[src/rtl/dev_arb_pkg.sv]
// ----------------------------------------------------------------------------
// dev_arb_pkg
// Shared types and constants for the two-master device bus arbiter.
//   state_e  : arbiter FSM encoding (IDLE / BUSY / REJECT)
//   owner_e  : transaction owner (M0 = CPU data port, M1 = secondary master)
//   DEV0_WIN / DEV1_WIN : addr[15:4] values of the two device windows
//   win_hit()  : window decode helper
// ----------------------------------------------------------------------------
package dev_arb_pkg;

    typedef enum logic [1:0] {
        ST_IDLE   = 2'd0,
        ST_BUSY   = 2'd1,
        ST_REJECT = 2'd2
    } state_e;

    typedef enum logic {
        OWN_M0 = 1'b0,
        OWN_M1 = 1'b1
    } owner_e;

    localparam logic [11:0] DEV0_WIN = 12'h7F0;
    localparam logic [11:0] DEV1_WIN = 12'h7F1;

    // True when addr[15:4] selects one of the two device windows.
    function automatic logic win_hit(input logic [11:0] page);
        return (page == DEV0_WIN) || (page == DEV1_WIN);
    endfunction

endpackage

[src/rtl/dev_arb_rr.sv]
// ----------------------------------------------------------------------------
// dev_arb_rr
// Two-input round-robin picker: holds last_grant and selects the winner.
//   clk, reset_n : clock, async active-low reset (last_grant resets to M1)
//   req0_i/req1_i: eligible requests from M0 / M1
//   take_i       : the pick is consumed this cycle, update last_grant
//   gnt_vld_o    : at least one request present
//   gnt_owner_o  : selected master
// ----------------------------------------------------------------------------
module dev_arb_rr
    import dev_arb_pkg::*;
(
    input  logic   clk,
    input  logic   reset_n,
    input  logic   req0_i,
    input  logic   req1_i,
    input  logic   take_i,
    output logic   gnt_vld_o,
    output owner_e gnt_owner_o
);

    owner_e last_q;

    always_comb begin
        gnt_vld_o = req0_i | req1_i;
        if (req0_i && req1_i) begin
            // Tie: favour the master that did not win last time.
            gnt_owner_o = (last_q == OWN_M0) ? OWN_M1 : OWN_M0;
        end else if (req0_i) begin
            gnt_owner_o = OWN_M0;
        end else begin
            gnt_owner_o = OWN_M1;
        end
    end

    always_ff @(posedge clk or negedge reset_n) begin
        if (!reset_n) begin
            last_q <= OWN_M1;
        end else if (take_i && gnt_vld_o) begin
            last_q <= gnt_owner_o;
        end
    end

endmodule

[src/rtl/dev_bus_arbiter.sv]
// ----------------------------------------------------------------------------
// dev_bus_arbiter
// Shares one bridge port between M0 (CPU data) and M1 (DMA / debug loader).
// Each request becomes one registered transaction; out-of-window accesses
// complete with an error and no bus cycle.
//   clk, reset_n            : clock, async active-low reset
//   mX_req/addr/wd/we       : master request (held until mX_ack)
//   mX_ack/rd/err           : one-cycle completion pulse with read data/error
//   bus_req/addr/wd/we      : registered bridge request
//   bus_rd, bus_rdy         : bridge read data and completion
// Optional: define DEV_ARB_TIMEOUT_EN to force an error completion after
// TIMEOUT BUSY cycles without bus_rdy.
// ----------------------------------------------------------------------------
module dev_bus_arbiter
    import dev_arb_pkg::*;
#(
    parameter int DATA_W  = 32,
    parameter int TIMEOUT = 15
) (
    input  logic              clk,
    input  logic              reset_n,
    input  logic              m0_req,
    input  logic [DATA_W-1:0] m0_addr,
    input  logic [DATA_W-1:0] m0_wd,
    input  logic              m0_we,
    output logic              m0_ack,
    output logic [DATA_W-1:0] m0_rd,
    output logic              m0_err,
    input  logic              m1_req,
    input  logic [DATA_W-1:0] m1_addr,
    input  logic [DATA_W-1:0] m1_wd,
    input  logic              m1_we,
    output logic              m1_ack,
    output logic [DATA_W-1:0] m1_rd,
    output logic              m1_err,
    output logic              bus_req,
    output logic [DATA_W-1:0] bus_addr,
    output logic [DATA_W-1:0] bus_wd,
    output logic              bus_we,
    input  logic [DATA_W-1:0] bus_rd,
    input  logic              bus_rdy
);

    state_e                   state_q, state_d;
    owner_e                   owner_q, owner_d;
    logic [DATA_W-1:0]        addr_q, addr_d;
    logic [DATA_W-1:0]        wd_q, wd_d;
    logic                     we_q, we_d;
    logic                     bus_req_q, bus_req_d;
    logic                     bus_we_q, bus_we_d;
    logic [1:0]               ack_q, ack_d;
    logic [1:0]               err_q, err_d;
    logic [1:0][DATA_W-1:0]   rd_q, rd_d;

`ifdef DEV_ARB_TIMEOUT_EN
    localparam logic [7:0] TO_LIM = 8'(TIMEOUT);
    logic [7:0]               cnt_q, cnt_d;
`endif

    logic                     elig0, elig1;
    logic                     gnt_vld, rr_take;
    owner_e                   gnt_owner;
    logic [DATA_W-1:0]        sel_addr, sel_wd;
    logic                     sel_we;

    // A master whose ack is high this cycle is masked, so the IDLE cycle
    // carrying an ack can hand the bus to the other master.
    assign elig0 = m0_req & ~ack_q[0];
    assign elig1 = m1_req & ~ack_q[1];

    dev_arb_rr u_rr (
        .clk         (clk),
        .reset_n     (reset_n),
        .req0_i      (elig0),
        .req1_i      (elig1),
        .take_i      (rr_take),
        .gnt_vld_o   (gnt_vld),
        .gnt_owner_o (gnt_owner)
    );

    assign sel_addr = (gnt_owner == OWN_M0) ? m0_addr : m1_addr;
    assign sel_wd   = (gnt_owner == OWN_M0) ? m0_wd   : m1_wd;
    assign sel_we   = (gnt_owner == OWN_M0) ? m0_we   : m1_we;

    always_comb begin
        state_d   = state_q;
        owner_d   = owner_q;
        addr_d    = addr_q;
        wd_d      = wd_q;
        we_d      = we_q;
        bus_req_d = bus_req_q;
        bus_we_d  = bus_we_q;
        ack_d     = '0;
        err_d     = '0;
        rd_d      = '0;
        rr_take   = 1'b0;
`ifdef DEV_ARB_TIMEOUT_EN
        cnt_d     = cnt_q;
`endif

        case (state_q)
            ST_IDLE: begin
                if (gnt_vld) begin
                    rr_take = 1'b1;
                    owner_d = gnt_owner;
                    addr_d  = sel_addr;
                    wd_d    = sel_wd;
                    we_d    = sel_we;
                    if (win_hit(sel_addr[15:4])) begin
                        state_d   = ST_BUSY;
                        bus_req_d = 1'b1;
                        bus_we_d  = sel_we;
`ifdef DEV_ARB_TIMEOUT_EN
                        cnt_d     = '0;
`endif
                    end else begin
                        state_d = ST_REJECT;
                    end
                end
            end

            ST_BUSY: begin
                if (bus_rdy) begin
                    // bus_rdy wins over a timeout reached in the same cycle.
                    state_d            = ST_IDLE;
                    bus_req_d          = 1'b0;
                    bus_we_d           = 1'b0;
                    ack_d[owner_q]     = 1'b1;
                    rd_d[owner_q]      = we_q ? '0 : bus_rd;
`ifdef DEV_ARB_TIMEOUT_EN
                end else if ((cnt_q + 8'd1) == TO_LIM) begin
                    state_d            = ST_IDLE;
                    bus_req_d          = 1'b0;
                    bus_we_d           = 1'b0;
                    ack_d[owner_q]     = 1'b1;
                    err_d[owner_q]     = 1'b1;
                end else begin
                    cnt_d = cnt_q + 8'd1;
`endif
                end
            end

            ST_REJECT: begin
                state_d        = ST_IDLE;
                ack_d[owner_q] = 1'b1;
                err_d[owner_q] = 1'b1;
            end

            default: begin
                state_d   = ST_IDLE;
                bus_req_d = 1'b0;
                bus_we_d  = 1'b0;
            end
        endcase
    end

    always_ff @(posedge clk or negedge reset_n) begin
        if (!reset_n) begin
            state_q   <= ST_IDLE;
            owner_q   <= OWN_M0;
            addr_q    <= '0;
            wd_q      <= '0;
            we_q      <= 1'b0;
            bus_req_q <= 1'b0;
            bus_we_q  <= 1'b0;
            ack_q     <= '0;
            err_q     <= '0;
            rd_q      <= '0;
        end else begin
            state_q   <= state_d;
            owner_q   <= owner_d;
            addr_q    <= addr_d;
            wd_q      <= wd_d;
            we_q      <= we_d;
            bus_req_q <= bus_req_d;
            bus_we_q  <= bus_we_d;
            ack_q     <= ack_d;
            err_q     <= err_d;
            rd_q      <= rd_d;
        end
    end

`ifdef DEV_ARB_TIMEOUT_EN
    always_ff @(posedge clk or negedge reset_n) begin
        if (!reset_n) begin
            cnt_q <= '0;
        end else begin
            cnt_q <= cnt_d;
        end
    end
`endif

    assign bus_req  = bus_req_q;
    assign bus_we   = bus_we_q;
    assign bus_addr = addr_q;
    assign bus_wd   = wd_q;
    assign m0_ack   = ack_q[0];
    assign m1_ack   = ack_q[1];
    assign m0_err   = err_q[0];
    assign m1_err   = err_q[1];
    assign m0_rd    = rd_q[0];
    assign m1_rd    = rd_q[1];

endmodule

[config.mk]
export PLATFORM = sky130hd
export DESIGN_NAME = dev_bus_arbiter
export DESIGN_NICKNAME = d
export VERILOG_FILES = /design/src/rtl/dev_arb_pkg.sv /design/src/rtl/dev_arb_rr.sv /design/src/rtl/dev_bus_arbiter.sv
export SDC_FILE = /design/constraint.sdc
export NUM_CORES = 1
export LEC_CHECK = 0
export ABC_AREA = 1
export CELL_PAD_IN_SITES_DETAIL_PLACEMENT = 0
export CELL_PAD_IN_SITES_GLOBAL_PLACEMENT = 1
export CORE_ASPECT_RATIO = 0.5
export CORE_MARGIN = 2
export CORE_UTILIZATION = 30
export DETAILED_ROUTE_END_ITERATION = 10
export GPL_ROUTABILITY_DRIVEN = 0
export PLACE_DENSITY_LB_ADDON = 0.05
export SYNTH_ARGS = -nofsm -noshare
export SYNTH_HDL_FRONTEND = slang
export SYNTH_SLANG_ARGS = --single-unit
[constraint.sdc]
create_clock -name clk -period 4.79 [get_ports clk]
set_input_delay 1.1975 -clock clk [delete_from_list [all_inputs] [get_ports clk]]
set_output_delay 1.1975 -clock clk [all_outputs]
set_load 0.05 [all_outputs]
# Word-level counts from Yosys, hierarchy flattened
# Index checks and enable logic that the tools add are counted.
# W data, S select, Z words.
dict set report op_classes {
  n_eq_ne 7
  muxes 29
  n_bitwise 7
  n_reduce_logical 8
  order_cmp 2
}
# op count
set op_table {}
lappend op_table {{$mux W32} 4}
lappend op_table {{$mux W64} 2}
lappend op_table {{$and A64 B64 Y64} 1}
lappend op_table {{$demux W32 S1} 1}
lappend op_table {{$eq A12 B11 Y1 const B} 2}
lappend op_table {{$mux W1} 12}
lappend op_table {{$mux W2} 5}
lappend op_table {{$pmux W2 S2} 2}
lappend op_table {{$pmux W1 S3} 2}
lappend op_table {{$ne A2 B2 Y1 const B} 2}
lappend op_table {{$reduce_and A2 Y1} 2}
lappend op_table {{$reduce_and A4 Y1} 1}
lappend op_table {{$logic_and A1 B1 Y1} 3}
lappend op_table {{$not A1 Y1} 3}
lappend op_table {{$and A1 B1 Y1} 2}
lappend op_table {{$eq A2 B1 Y1 const B} 1}
lappend op_table {{$eq A2 B2 Y1 const B} 1}
lappend op_table {{$logic_not A2 Y1} 1}
lappend op_table {{$lt A1 B2 Y1 const B} 1}
lappend op_table {{$ne A2 B1 Y1 const B} 1}
lappend op_table {{$demux W1 S1} 1}
lappend op_table {{$ge A1 B1 Y1 const B} 1}
lappend op_table {{$logic_or A1 B1 Y1} 1}
lappend op_table {{$or A1 B1 Y1} 1}
dict set report totals {
  register_bits 139
  elab_cells 65
  in_bits 167
}

# Depth between registers and ports, before layout
dict set report depth {
  word_depth 10
  depth_mapped 13
  ltp_nobuf 12
}

# Hierarchy
# From an unflattened synthesis, not the netlist that was laid out.
dict set report unflattened {
  cells_unflattened 607
  hier_area_um2 5467.7
}
# module n_inst area_per_inst_um2 cells_per_inst
set by_module_without_submodules {}
lappend by_module_without_submodules {dev_bus_arbiter 1 5407.7 598}
lappend by_module_without_submodules {dev_arb_rr 1 60.1 9}

# Worst setup path after synthesis
# No wires, ideal clock.
dict set report synth_path {
  kind {in2reg}
  from {input port m0_req}
  to {register bus_req_q (netlist: bus_req)}
  setup_time_ps 119
  path_stages 13
  t_arrival_ps 2138
  slack_ps 2533
  path_buffers 1
  required_ps 4671
  cell_sequence {inv_1 nor2_4 nand2_2 buf_6 nand2_1 nand2_1 nand2_1 nor2_1 nand3_1 nand2_2 nand2_1 nand2_1 nand2_1}
}
dict set report synth_via {
  elab_chain_cells 8
  elab_cells_between_ends 12
  cone_classes {4 x eq/ne; 3 x mux; 2 x bitwise; 3 x reduce/logical}
}
# item line
set synth_lines {}
lappend synth_lines {{start, declared} dev_bus_arbiter.sv:22} ;# input logic m0_req,
lappend synth_lines {{$and A1 B1 Y1 (*)} dev_bus_arbiter.sv:68} ;# assign elig0 = m0_req & ~ack_q[0];
lappend synth_lines {{$mux W1 or $logic_and A1 B1 Y1 (tied branches)} {dev_arb_rr.sv:29, dev_arb_rr.sv:26}}
lappend synth_lines {{$mux W1} dev_arb_rr.sv:26} ;# if (req0_i && req1_i) begin
lappend synth_lines {{$mux W32} dev_bus_arbiter.sv:81} ;# assign sel_addr = (gnt_owner == OWN_M0) ? m0_addr : m1_addr;
lappend synth_lines {{$eq A12 B11 Y1} dev_arb_pkg.sv:27} ;# return (page == DEV0_WIN) || (page == DEV1_WIN);
lappend synth_lines {{$logic_or A1 B1 Y1} dev_arb_pkg.sv:27}
lappend synth_lines {{$ne A2 B2 Y1 (no source line)} --}
lappend synth_lines {{$reduce_and A4 Y1 (no source line) (*)} --}
lappend synth_lines {{end signal, assigned} dev_bus_arbiter.sv:175} ;# bus_req_q <= bus_req_d;
lappend synth_lines {{end, declared} dev_bus_arbiter.sv:49} ;# logic bus_req_q, bus_req_d;
# Mark *: on every way between the ends. The rest lies on a longest branch, timed or not.
# A chain may end at the register's enable or synchronous reset.

# Final worst setup path
dict set report layout_path {
  from {input port m1_req}
  to {register bus_we_q (netlist: bus_we)}
}
dict set report layout_via {
  elab_chain_cells 8
  elab_cells_between_ends 15
  cone_classes {4 x eq/ne; 6 x mux; 2 x bitwise; 3 x reduce/logical}
}
# item line
set layout_lines {}
lappend layout_lines {{start, declared} dev_bus_arbiter.sv:29} ;# input logic m1_req,
lappend layout_lines {{$and A1 B1 Y1 (*)} dev_bus_arbiter.sv:69} ;# assign elig1 = m1_req & ~ack_q[1];
lappend layout_lines {{$logic_and A1 B1 Y1} dev_arb_rr.sv:26}
lappend layout_lines {{$mux W1} dev_arb_rr.sv:26}
lappend layout_lines {{$mux W32} dev_bus_arbiter.sv:81}
lappend layout_lines {{$eq A12 B11 Y1} dev_arb_pkg.sv:27}
lappend layout_lines {{$logic_or A1 B1 Y1} dev_arb_pkg.sv:27}
lappend layout_lines {{$ne A2 B2 Y1 (no source line)} --}
lappend layout_lines {{$reduce_and A4 Y1 (no source line)} --}
lappend layout_lines {{end signal, assigned} dev_bus_arbiter.sv:176} ;# bus_we_q <= bus_we_d;
lappend layout_lines {{end, declared} dev_bus_arbiter.sv:50} ;# logic bus_we_q, bus_we_d;
# Mark *: on every way between the ends. The rest lies on a longest branch, timed or not. The select of a mux whose other input is x is not followed.

==> flow_summary.toml <==
[pwr]
p_leak_nw = 4.07
finalPower_w = 0.00578
ir_drop_mv = 0.333
power.density_nw_per_um2 = 625

[placement]
dp_hpwl_mm = 13.8
post-place-ws_ns = 1.26
io_buffers = 300

[final_layout]
n_antenna_cell = 0
final_common_cell = "clkdlybuf4s50_1"
syn_to_final_growth_pct = 68.4
nNetsFinal = 1064
mostFrequentLayoutCells = "clkdlybuf4s50_1 (299), dfrtp_1 (138), nor2_1 (130)"
fillers = 1640
drive_above_1_share_pct = 5.52
post-route-util_pct = 52.4

[yosys]
postSynthAreaPerCell_um2 = 9.14
synth_cell_types = 22
synth.cell_area_um2 = 5490
ys_seq_area_share_pct = 63.3
synth_cells = 601
ys_ff_latch = 139
yosysWarnings = 0
syn_nets = 771

[detailed_routing]
via_per_inst = 4.54
wl_per_cell_um = 17.1
vias = 5172
firstDrtPassIters = 4
antenna_left = 0
drtIter0Drc = 224
drc = 0
wl_mm = 19.5

[sta]
slew_violations = 0
hold_violations = 0
rsz0062_at_grt = "false"
finalCritPeriodShare_pct = 64.0
setup_viol = 0
slew_headroom_pct = 27.2
fmax_ghz = 0.326
finalSetupTns_ns = 0
layout_setup_ws_ns = 1.72
worstMarginPinSlew_ns = 1.09
fin_skew_ns = 0.00495
period_needed_ns = 3.07

[min_path]
hp-class = "register to register"
holdPathStages = 2
min-delay-start = "bus_addr[15]"
hold-path-endpoint = "bus_addr[15]"

[flow_run]
max_cap_violations = 0

[setup_path]
crit_fanout = 29
cp.arrival_ns = 3.38
r2r_end = "bus_wd[24]"
r2r_cells = 7
endpoint_kind = "register"
worstSetupStartpointType = "input port"
critical_path_class = "input port to register"
r2r_slack_ns = 2.54
critPathRequiredTime_ns = 5.10
r2r-start = "u_rr.last_q"

[grt]
grt_util_all_layers_pct = 20.3
grt_pass1_vias = 5454
grt_pass1_wl_mm = 30.0
grt_max_degree = 91
gr-total-overflow = 0
antenna_found_initial = 0

[cts]
worstSkewPairLatency_ns = 0.42
clk_path_buf_depth = 2
hold_buffers = 0
root_buffer = "clkbuf_16"
cts_tree = "done"
htreeDepth = 4
cts_made_buffers = 17
clk_pin_slew_ns = 0.06
clkSinkCount = 139
ctsResizeCount = 0
cts_setup_buffers = 0

[floorplan]
initial_utilization_pct = 31.1
die_h_um = 99.7
rows = 34
fp.dieW_um = 195
die-area_um2 = 19500
core_um2 = 17700
ios = 301

[run_status]
status = "finished clean"
## kinds of logic after synthesis
logic type	after synthesis	synth area share, %
buf+inv	53	4.19
flops	139	63.3
mux	1	0.182
fa+ha+maj	3	0.683
compound gates	127	11.8
simple gates	278	19.8
## routing by layer
| metal | GRT usage [%] | share of wire, % |
|---|---|---|
| met4 | 6.75 | 1.3 |
| met1 | 24.6 | 43 |
| met3 | 8.95 | 9.5 |
| met5 | 0 | 0 |
| met2 | 32.6 | 47 |
## state kept, by name, indices dropped and copies added (netlist names), 2 cells and up
register  flops
m0_rd        32
ack_q         2
err_q         2
state_q       2
bus_addr     32
bus_wd       32
m1_rd        32
## cell type report
type	count	area [um^2]	share of cell area, %
multi-input combinational	409	1790	19.3
inverter	17	63.8	0.690
timing repair buffer	310	3080	33.3
clock inverter	11	97.6	1.05
tap	234	293	3.16
sequential	139	3480	37.6
clock buffer	19	453	4.90
## synth_stat cells
master      n  area share, %
ha_1        3           0.68
nor2_4      1           0.20
nor2_1    130            8.9
buf_6       1           0.20
dfstp_2     1           0.48
nand3_2     1           0.18
a31oi_1     8           0.91
clkbuf_1   20            1.4
inv_2       3           0.20
o21ai_1     1          0.091
a21oi_1   108            9.8
o22ai_1     1           0.11
o21ai_0     9           0.82
nand2_2     2           0.23
inv_1      14           0.96
nand3b_1    3           0.41
buf_4       2           0.27
dfrtp_1   138             63
mux2i_1     1           0.18
nand2_1   129            8.8
nand3_1    12            1.1
buf_2      13            1.2
## worst max-delay path: stages
cell and delay (ns):
clkdlybuf4s50_1 0.50, nand3_2 0.21, nand2_2 0.36, buf_4 0.39, nand2_1 0.09, nand2_1 0.08
nand2_1 0.06, nor2_1 0.08, nand3_1 0.13, nand2_2 0.11, nand2_1 0.07, nand2_1 0.06
nand2_1 0.04
## through the flow
step / hold slack (ns) / cell area, um^2 / std cells
2_1_floorplan: 0.453 / 5490 / 601
3_3_place_gp: 0.468 / 8700 / 1109
3_5_place_dp: 0.475 / 8700 / 1109
4_1_cts: 0.490 / 9250 / 1139
5_1_grt: 0.510 / 9250 / 1139
6_report: 0.489 / 9250 / 1139
## worst max path at each step
stage / startpoint / slack [ns] / to
after floorplan: m0_req / 2.53 / bus_req
after global placement: m1_req / 1.35 / bus_req
after detailed placement: m1_req / 1.26 / bus_we
after CTS: m1_req / 1.72 / bus_we
after global routing: m1_req / 1.48 / bus_we
final: m1_req / 1.72 / bus_we
## report_power, final
group / total, W / internal [W] / leakage (nW) / switching, W
clock network: 0.00125 / 0.000734 / 0.275 / 0.000519
registers: 0.00167 / 0.00150 / 1.75 / 0.000173
logic: 0.00286 / 0.000914 / 2.04 / 0.00194
total: 0.00578 / 0.00314 / 4.07 / 0.00264
(Power assumes the default switching activity.)
